## src/rtl/reset_seq_pkg.sv

```systemverilog
// Shared types and helpers for the board reset sequencer: FSM states,
// reset-cause encodings and counter width sizing.
package reset_seq_pkg;

    typedef enum logic [1:0] {
        ST_HOLD      = 2'd0,
        ST_WAIT_LOCK = 2'd1,
        ST_RELEASE   = 2'd2,
        ST_RUN       = 2'd3
    } state_e;

    typedef enum logic [1:0] {
        CAUSE_ARST   = 2'd0,
        CAUSE_LOCK   = 2'd1,
        CAUSE_SW     = 2'd2,
        CAUSE_BUTTON = 2'd3
    } cause_e;

    // Bits needed for a counter that must be able to hold max_val.
    function automatic int cnt_width(input int max_val);
        return $clog2(max_val + 32'sd1);
    endfunction

endpackage

```

## src/rtl/reset_sequencer_button_debounce.sv

```systemverilog
// Push-button conditioner: 2-flop synchroniser, stability counter and a
// one-cycle press event when the accepted level changes to pressed.
module button_debounce
    import reset_seq_pkg::*;
#(
    parameter int DEBOUNCE_CYCLES = 1024
) (
    input  logic clock,
    input  logic arst_n,
    input  logic button_n,
    output logic pressed,
    output logic press_evt
);

    localparam int CW = cnt_width(DEBOUNCE_CYCLES);

    logic          btn_meta_q;
    logic          btn_sync_q;
    logic [CW-1:0] cnt_q;
    logic [CW-1:0] cnt_d;
    logic          level_n_q;
    logic          level_n_d;
    logic          press_evt_q;
    logic          press_evt_d;

    // Synchroniser plus debounce state registers.
    always_ff @(posedge clock or negedge arst_n) begin
        if (!arst_n) begin
            btn_meta_q  <= 1'b0;
            btn_sync_q  <= 1'b0;
            cnt_q       <= '0;
            level_n_q   <= 1'b1;
            press_evt_q <= 1'b0;
        end else begin
            btn_meta_q  <= button_n;
            btn_sync_q  <= btn_meta_q;
            cnt_q       <= cnt_d;
            level_n_q   <= level_n_d;
            press_evt_q <= press_evt_d;
        end
    end

    // A new level is accepted only after it has differed for the full window.
    always_comb begin
        cnt_d       = cnt_q;
        level_n_d   = level_n_q;
        press_evt_d = 1'b0;
        if (btn_sync_q != level_n_q) begin
            if (cnt_q == CW'(DEBOUNCE_CYCLES - 32'sd1)) begin
                cnt_d       = '0;
                level_n_d   = btn_sync_q;
                press_evt_d = ~btn_sync_q;
            end else begin
                cnt_d = cnt_q + CW'(1'b1);
            end
        end else begin
            cnt_d = '0;
        end
    end

    assign pressed   = ~level_n_q;
    assign press_evt = press_evt_q;

endmodule

```

## src/rtl/reset_sequencer.sv

```systemverilog
// Board reset generator: qualifies PLL lock, debounced button and software
// requests, then releases NDOM active-low resets in staged order.
module reset_sequencer
    import reset_seq_pkg::*;
#(
    parameter int NDOM            = 3,
    parameter int HOLD_CYCLES     = 16,
    parameter int STAGE_CYCLES    = 8,
    parameter int LOCK_FILTER     = 4,
    parameter int DEBOUNCE_CYCLES = 1024
) (
    input  logic            clock,
    input  logic            arst_n,
    input  logic            pll_lock,
    input  logic            button_n,
    input  logic            sw_reset_req,
    output logic [NDOM-1:0] rst_n_out,
    output logic            done,
    output logic [1:0]      reset_cause
);

    localparam int HW = cnt_width(HOLD_CYCLES);
    localparam int SW = cnt_width(STAGE_CYCLES);
    localparam int LW = cnt_width(LOCK_FILTER);
    localparam logic [NDOM-1:0] FIRST_MASK = NDOM'(1'b1);

    state_e          state_q, state_d;
    cause_e          cause_q, cause_d, req_cause_s;
    logic [HW-1:0]   hold_q, hold_d;
    logic [SW-1:0]   stage_q, stage_d;
    logic [LW-1:0]   lock_cnt_q, lock_cnt_d;
    logic [NDOM-1:0] rst_q, rst_d, shift_mask_s;
    logic            done_q, done_d;
    logic            lock_meta_q, lock_s_q;
    logic            lock_ok_s, abort_s;
    logic            btn_pressed_s, press_evt_s;

    button_debounce #(.DEBOUNCE_CYCLES(DEBOUNCE_CYCLES)) u_debounce (
        .clock     (clock),
        .arst_n    (arst_n),
        .button_n  (button_n),
        .pressed   (btn_pressed_s),
        .press_evt (press_evt_s)
    );

    // Lock synchroniser, lock filter and sequencer state registers.
    always_ff @(posedge clock or negedge arst_n) begin
        if (!arst_n) begin
            lock_meta_q <= 1'b0;
            lock_s_q    <= 1'b0;
            lock_cnt_q  <= '0;
            state_q     <= ST_HOLD;
            cause_q     <= CAUSE_ARST;
            hold_q      <= '0;
            stage_q     <= '0;
            rst_q       <= '0;
            done_q      <= 1'b0;
        end else begin
            lock_meta_q <= pll_lock;
            lock_s_q    <= lock_meta_q;
            lock_cnt_q  <= lock_cnt_d;
            state_q     <= state_d;
            cause_q     <= cause_d;
            hold_q      <= hold_d;
            stage_q     <= stage_d;
            rst_q       <= rst_d;
            done_q      <= done_d;
        end
    end

    // Saturating lock filter, active in every state.
    always_comb begin
        lock_cnt_d = lock_cnt_q;
        if (!lock_s_q) begin
            lock_cnt_d = '0;
        end else if (lock_cnt_q != LW'(LOCK_FILTER)) begin
            lock_cnt_d = lock_cnt_q + LW'(1'b1);
        end else begin
            lock_cnt_d = lock_cnt_q;
        end
    end

    assign lock_ok_s    = (lock_cnt_q == LW'(LOCK_FILTER));
    assign shift_mask_s = (rst_q << 1) | FIRST_MASK;

    // Abort qualification and cause priority: button > software > lock loss.
    always_comb begin
        abort_s     = 1'b0;
        req_cause_s = CAUSE_LOCK;
        if (press_evt_s) begin
            req_cause_s = CAUSE_BUTTON;
        end else if (sw_reset_req) begin
            req_cause_s = CAUSE_SW;
        end else begin
            req_cause_s = CAUSE_LOCK;
        end
        case (state_q)
            ST_WAIT_LOCK:        abort_s = press_evt_s | sw_reset_req;
            ST_RELEASE, ST_RUN:  abort_s = press_evt_s | sw_reset_req | ~lock_s_q;
            default:             abort_s = 1'b0;
        endcase
    end

    // Sequencer next-state and output logic.
    always_comb begin
        state_d = state_q;
        cause_d = cause_q;
        hold_d  = hold_q;
        stage_d = stage_q;
        rst_d   = rst_q;
        done_d  = done_q;
        if (abort_s) begin
            state_d = ST_HOLD;
            cause_d = req_cause_s;
            hold_d  = '0;
            stage_d = '0;
            rst_d   = '0;
            done_d  = 1'b0;
        end else begin
            case (state_q)
                ST_HOLD: begin
                    rst_d  = '0;
                    done_d = 1'b0;
                    if (press_evt_s || sw_reset_req) begin
                        cause_d = req_cause_s;
                    end else begin
                        cause_d = cause_q;
                    end
                    if (btn_pressed_s || sw_reset_req) begin
                        hold_d = '0;
                    end else if (hold_q == HW'(HOLD_CYCLES - 32'sd1)) begin
                        hold_d  = '0;
                        state_d = ST_WAIT_LOCK;
                    end else begin
                        hold_d = hold_q + HW'(1'b1);
                    end
                end
                ST_WAIT_LOCK: begin
                    if (lock_ok_s) begin
                        rst_d   = FIRST_MASK;
                        stage_d = '0;
                        if (FIRST_MASK[NDOM-1]) begin
                            state_d = ST_RUN;
                            done_d  = 1'b1;
                        end else begin
                            state_d = ST_RELEASE;
                        end
                    end else begin
                        state_d = ST_WAIT_LOCK;
                    end
                end
                ST_RELEASE: begin
                    if (stage_q == SW'(STAGE_CYCLES - 32'sd1)) begin
                        stage_d = '0;
                        rst_d   = shift_mask_s;
                        if (shift_mask_s[NDOM-1]) begin
                            state_d = ST_RUN;
                            done_d  = 1'b1;
                        end else begin
                            state_d = ST_RELEASE;
                        end
                    end else begin
                        stage_d = stage_q + SW'(1'b1);
                    end
                end
                ST_RUN: begin
                    state_d = ST_RUN;
                end
                default: begin
                    state_d = ST_HOLD;
                    rst_d   = '0;
                    done_d  = 1'b0;
                end
            endcase
        end
    end

    assign rst_n_out   = rst_q;
    assign done        = done_q;
    assign reset_cause = cause_q;

endmodule
```

## config.mk

```make
export PLATFORM = sky130hd
export DESIGN_NAME = reset_sequencer
export DESIGN_NICKNAME = d
export VERILOG_FILES = /design/src/rtl/reset_seq_pkg.sv /design/src/rtl/reset_sequencer_button_debounce.sv /design/src/rtl/reset_sequencer.sv
export SDC_FILE = /design/constraint.sdc
export NUM_CORES = 1
export LEC_CHECK = 0
export ABC_CLOCK_PERIOD_IN_PS = 1730
export BUFFER_PORTS_ARGS = -buffer_cell sky130_fd_sc_hd__buf_2
export CORE_MARGIN = 2
export CORE_UTILIZATION = 54
export CTS_CLUSTER_SIZE = 20
export DETAILED_ROUTE_END_ITERATION = 12
export PLACE_DENSITY = 0.75
export SYNTH_ARGS = -nofsm -noshare
export SYNTH_HDL_FRONTEND = slang
export SYNTH_SLANG_ARGS = --single-unit
```

## constraint.sdc

```tcl
create_clock -name clock -period 1.73 [get_ports clock]
set_input_delay 0.173 -clock clock [delete_from_list [all_inputs] [get_ports clock]]
set_output_delay 0.173 -clock clock [all_outputs]
set_load 0.005 [all_outputs]
```

==> results of run 1 <==
==> how the worst min path moves through the flow <==
stage                             from  cells after the start                         end  slack (ns)
after floorplan                 arst_n                      0            done$_DFFE_PN0P_       -0.12
after global placement          arst_n                      2       hold_q[2]$_DFFE_PN0P_        0.24
after detailed placement        arst_n                      2       hold_q[0]$_DFFE_PN0P_        0.24
after CTS                 sw_reset_req                      2  reset_cause[1]$_DFFE_PN0P_        0.21
after global routing      sw_reset_req                      2  reset_cause[1]$_DFFE_PN0P_        0.21
final                     sw_reset_req                      2  reset_cause[1]$_DFFE_PN0P_        0.24
==> power by group <==
group	leakage, uW	internal [uW]	switching [uW]
sequential	0.000491	884	17.9
clock	0.0000414	306	309
combinational	0.000481	42.5	56.5
==> cells in the final DEF, fill, tap and decap left out, types with 3 or more instances in the layout <==
master,instances
a21oi_1,3
ha_4,3
xnor2_1,6
clkbuf_4,5
nand3_1,7
nor3_1,3
xor2_1,5
inv_2,3
nand2_1,16
a21boi_0,3
buf_6,3
dlygate4sd3_1,3
nor2_1,17
dfrtp_1,34
o221ai_1,3
buf_4,13
ha_1,6
nand4_1,4
inv_1,11
mux2i_1,4
buf_2,10
o21ai_0,9
==> stage by stage <==
stage / worst slack [ns] / instances / hold WS [ns] / TNS [ns] / instance area (um2)
after floorplan: -0.0712 / 178 / -0.123 / -0.0712 / 1910
after global placement: -0.00644 / 247 / 0.238 / -0.00769 / 2110
after detailed placement: -0.0730 / 247 / 0.243 / -0.345 / 2110
after CTS: -0.0346 / 259 / 0.214 / -0.0907 / 2240
after global routing: -0.0865 / 259 / 0.210 / -0.358 / 2300
final: -0.0391 / 259 / 0.235 / -0.0391 / 2300
==> kinds of logic after synthesis <==
| logic type | count (synthesis) |
|---|---|
| buf+inv | 16 |
| flops | 37 |
| mux | 5 |
| xor+xnor | 11 |
| fa+ha+maj | 10 |
| simple gates | 61 |
| compound gates | 38 |
==> final cells by class <==
type                            instances  area [um2]  area share (%)
Multi-Input combinational cell        125         968            42.0
Sequential cell                        37         930            40.4
Timing Repair Buffer                   29         211            9.18
Tap cell                               46        57.6            2.50
Inverter                               14        52.6            2.28
Clock inverter                          3        46.3            2.01
Clock buffer                            5        37.5            1.63
==> registers in the layout (all words and copies together), names as in the netlist <==
register and flops:
done 1, hold_q 5, lock_cnt_q 3, lock_meta_q 1
lock_s_q 1, reset_cause 2, rst_n_out 3, stage_q 4
state_q 2, u_debounce.btn_meta_q 1, u_debounce.btn_sync_q 1, u_debounce.cnt_q 11
u_debounce.level_n_q 1, u_debounce.press_evt 1
==> what timing repair did <==
item | 4_1_cts | 5_1_grt
setup buffers | 1 | 0
cloned | 0 | 0
setup endpoints to repair | 10 | 13
hold buffers | 3 | 0
endpoints found under the hold margin | 38 | 0
pin swaps | 2 | 1
resized for setup | 3 | 15
==> layer usage <==
layer	part of all wire, %	vias up	GRT usage, %
li1	-	695	-
met1	45	707	28.0
met2	50	49	38.0
met3	4.7	6	5.59
met4	1.2	0	7.50
met5	0	-	0
==> impl_metrics.json, run 1 <==
{
  "synth_fa_ha_area_share_pct": 6.65,
  "drt-pass1-iter-count": 4,
  "period_minus_slack_ns": 1.77,
  "grt_pass1_wl_um": 6870,
  "arrival_ns": 2.01,
  "ant_nets": 0,
  "synth_cell_type_count": 46,
  "synthSimpleGateAreaFrac_pct": 16.6,
  "drtIter0Drc": 66,
  "yosysWarningCount": 0,
  "min_path_type": "in2reg",
  "fin_ws_ns": -0.0391,
  "grtUsageTotal_pct": 22.5,
  "tightest_slew_ns": 0.454,
  "path_depth": 6,
  "seq_area_frac_synth_pct": 49.3,
  "grt_pass1_vias": 1500,
  "crit_path_end_kind": "register",
  "dieArea_um2": 3970,
  "rsz0062_at_grt": "true",
  "rows": 21,
  "max_freq_mhz": 565,
  "startpoint_type": "register",
  "power.density_nw_per_um2": 701,
  "synth_area_per_cell_um2": 10.6,
  "synth_top_area_cell": "dfrtp_1",
  "skew_ns": 0.0106,
  "drive_above_1_share_pct": 27.7,
  "p_leak_uw": 0.00101,
  "ir_worst_vdd_mv": 0.607,
  "place_congestion": 0.879,
  "finalPower_uw": 1620,
  "crit_buf_inv": 1,
  "area_growth_syn_to_layout_pct": 22.4,
  "required_ns": 1.97,
  "syn_inst": 178,
  "antenna_found_initial": 0,
  "path_cells": "buf_6 -> ha_4 -> o32ai_4 -> a21oi_4 -> o21a_4 -> mux2_4",
  "start_util_pct": 56.4,
  "reg2reg_depth": 6,
  "timing.rr.start": "state_q[1]$_DFFE_PN0P_",
  "synth_seq_cells": 37,
  "violations": "negative setup slack",
  "cts_buffers": 5,
  "antenna_cells": 0,
  "clk_latency_ns": 0.35,
  "cts_htree_levels": 2,
  "slew_headroom_pct": 69.7,
  "synth_xor_area_share_pct": 5.12,
  "synth_mux_area_share_pct": 2.93,
  "slew_violations": 0,
  "tritoncts": "yes",
  "die_y_um": 63.0,
  "syn_area_um2": 1880,
  "ios": 11,
  "port_buffers": 10,
  "totalWireLength_um": 3990,
  "ctsLongestPathBuffers": 2,
  "grt_overflow": 0,
  "criticalPathCategory": "reg2reg",
  "synth_compound_area_share_pct": 15.8,
  "path_clk_slew_ns": 0.12,
  "synth_top_family_by_area": "simple AND/OR/NAND/NOR gates",
  "crit_start": "state_q[1]$_DFFE_PN0P_",
  "final_nets": 227,
  "wl_per_cell_um": 15.4,
  "max_stage_delay_ns": 0.47,
  "crit_fanout": 6,
  "core_um2": 3340,
  "synth_area_leaders": "dfrtp_1 48%, ha_1 6.6%, nor2_1 3.4%",
  "syn_nets": 193,
  "rrSetupSlack_ns": -0.04,
  "fillCellCount": 254,
  "crit_family": "compound AO/OA/AOI/OAI gates",
  "viasPerCell": 5.63,
  "yosysMostFrequentCell": "dfrtp_1",
  "hpwlAfterDp_um": 2830,
  "die_w_um": 63.0,
  "status": "complete, but fails checks",
  "synthArstFlopShare_pct": 100,
  "final-hold-violation-count": 0,
  "r2r-end": "stage_q[0]$_DFFE_PN0P_",
  "ys.flop_type": "dfrtp_1",
  "synth_commonest_cells": "36 x dfrtp_1, 17 x nor2_1, 16 x nand2_1, 14 x inv_1",
  "synth_top_area_share_pct": 47.9,
  "synth_edf_count": 0,
  "max_cap_viol_count": 0,
  "setup_viol": 1,
  "fin_crit_sh_pct": 102,
  "cts_sinks": 37,
  "slowest_stage": "dfrtp_2",
  "drc": 0,
  "grt_max_degree": 38,
  "cts-root-buf": "clkbuf_4",
  "endpoint": "stage_q[0]$_DFFE_PN0P_",
  "post-route-util_pct": 69.0,
  "num_vias": 1457
}
No activity file was read; power rests on OpenSTA's default activity.
==> run 2: changes to the inputs <==
Settings changed: BUFFER_PORTS_ARGS -buffer_cell sky130_fd_sc_hd__buf_2 to not set, CORE_UTILIZATION 54 to 55, DONT_BUFFER_PORTS set to 1, PLACE_DENSITY 0.75 to 0.73.
==> run 2 against run 1 <==
  * The run still ends with negative setup slack left
  * Via count decreased by 0.55%
  * Largest power group unchanged
  * First-iteration DRC count is 33% higher
  * Critical path depth unchanged
  * Critical path type unchanged
  * Routed wire length increased by 3.2%
==> impl_metrics.json, run 2 (synthesized netlist as in run 1, its figures left out) <==
{
  "status": "complete, but fails checks",
  "violations": "negative setup slack",
  "path_cells": "buf_6 -> ha_4 -> o32ai_4 -> a21oi_4 -> o21a_4 -> mux2_4",
  "max_cap_viol_count": 0,
  "grtUsageTotal_pct": 22.5,
  "cts_buffers": 5,
  "power.share.sequential_pct": 62.7,
  "rsz0062_at_grt": "true",
  "die_w_um": 62.5,
  "area_growth_syn_to_layout_pct": 24.1,
  "ant_nets": 0,
  "grt_pass1_vias": 1569,
  "largest_register": "u_debounce.cnt_q",
  "mostFrequentLayoutCell": "dfrtp_1",
  "skew_ns": 0.0125,
  "switchingPower_uw": 361,
  "crit_path_end_kind": "register",
  "largest_register_ff_count": 11,
  "port_buffers": 0,
  "totalWireLength_um": 4110,
  "fin_crit_sh_pct": 103,
  "drtIter0Drc": 88,
  "startpoint_type": "register",
  "arrival_ns": 2.03,
  "tritoncts": "yes",
  "viasPerCell": 5.70,
  "clock_power_share_pct": 31.0,
  "slowest_stage": "dfrtp_2",
  "max_freq_mhz": 559,
  "final-hold-violation-count": 0,
  "period_minus_slack_ns": 1.79,
  "required_ns": 1.97,
  "grt_overflow": 0,
  "crit_family": "compound AO/OA/AOI/OAI gates",
  "max_stage_delay_ns": 0.46,
  "netSwitchingFraction_pct": 25.1,
  "seq_area_um2": 930,
  "cts_htree_levels": 2,
  "ctsLongestPathBuffers": 2,
  "crit_fanout": 5,
  "antenna_found_initial": 0,
  "tightest_slew_ns": 0.529,
  "ir_worst_vdd_mv": 0.506,
  "drc": 0,
  "drive_above_1_share_pct": 27.4,
  "p_leak_uw": 0.000988,
  "path_clk_slew_ns": 0.12,
  "cts-root-buf": "clkbuf_4",
  "place_congestion": 0.862,
  "final_area_um2": 2330,
  "start_util_pct": 56.8,
  "top_regs": "u_debounce.cnt_q: 11 flops, hold_q: 5 flops, stage_q: 4 flops",
  "criticalPathCategory": "reg2reg",
  "slew_headroom_pct": 64.3,
  "multi_input_area_um2": 1020,
  "power.density_nw_per_um2": 615,
  "fin_setup_tns_ns": -0.103,
  "crit_buf_inv": 1,
  "rows": 21,
  "hp-start": "sw_reset_req",
  "layout_common_cells": "34 x dfrtp_1, 17 x nor2_1, 16 x buf_4",
  "crit_start": "state_q[1]$_DFFE_PN0P_",
  "internal_power_uw": 1080,
  "final_nets": 222,
  "core_um2": 3310,
  "dieArea_um2": 3910,
  "fillCellCount": 259,
  "ios": 11,
  "fin_ws_ns": -0.0602,
  "grt_max_degree": 38,
  "min_path_type": "in2reg",
  "grt_pass1_wl_um": 6890,
  "holdWs_ns": 0.0433,
  "drt-pass1-iter-count": 4,
  "placed_area_um2": 2040,
  "wl_per_cell_um": 16.2,
  "clk_latency_ns": 0.34,
  "num_vias": 1449,
  "die_y_um": 62.5,
  "antenna_cells": 0,
  "setup_viol": 4,
  "cts_sinks": 37,
  "hpwlAfterDp_um": 2850,
  "timing.rr.start": "state_q[1]$_DFFE_PN0P_",
  "combPwrFrac_pct": 6.3,
  "slew_violations": 0
}
## run 2: layout make-up
cell class	instances	share of cell area, %
Sequential cell	37	39.8
Clock buffer	5	1.61
Timing Repair Buffer	24	9.16
Tap cell	46	2.47
Clock inverter	3	0.750
Multi-Input combinational cell	125	43.8
Inverter	14	2.36
## run 2: metal layers
metal	routed length, um	share of wire (%)	global-route usage (%)	vias up
li1	-	-	-	686
met1	1610	39	24.1	719
met2	2270	55	42.5	33
met3	132	3.2	5.23	11
met4	99	2.4	8.61	0
met5	0	0	0	-
## run 2: power groups by stage
stage	Combinational [uW]	Sequential [uW]	Clock (uW)
6_report	90.4	901	446
5_1_grt	103	904	502
4_1_cts	89.0	901	459
3_5_place_dp	58.3	918	0
3_3_place_gp	53.1	916	0
2_1_floorplan	47.9	913	0
## run 2: final timing paths
path	cells past startpoint	endpoint	slack, ns
min reg2reg	0	u_debounce.btn_sync_q$_DFF_PN0_	0.37
max in group asynchronous	2	u_debounce.level_n_q$_DFFE_PN1P_	1.21
min	2	reset_cause[0]$_DFFE_PN0P_	0.04
min in group asynchronous	2	lock_cnt_q[2]$_DFFE_PN0P_	0.26
max	6	stage_q[0]$_DFFE_PN0P_	-0.06
max reg2reg	6	stage_q[0]$_DFFE_PN0P_	-0.06
## run 2: through the flow
step | std cells | total power [uW] | util [%] | worst slack, ns
floorplan | 178 | 961 | - | -0.0712
detailed placement | 235 | 976 | 61.8 | -0.0950
global placement | 235 | 969 | 61.8 | -0.0146
global route | 254 | 1510 | 70.5 | -0.135
finish | 254 | 1440 | 70.5 | -0.0602
CTS | 251 | 1450 | 66.5 | -0.0488
## run 2: timing repair
action,4_1_cts,5_1_grt
pin swaps,0,4
hold buffers,5,0
setup buffers,3,3
resized for setup,6,24
setup endpoints to repair,13,17
endpoints found under the hold margin,40,0
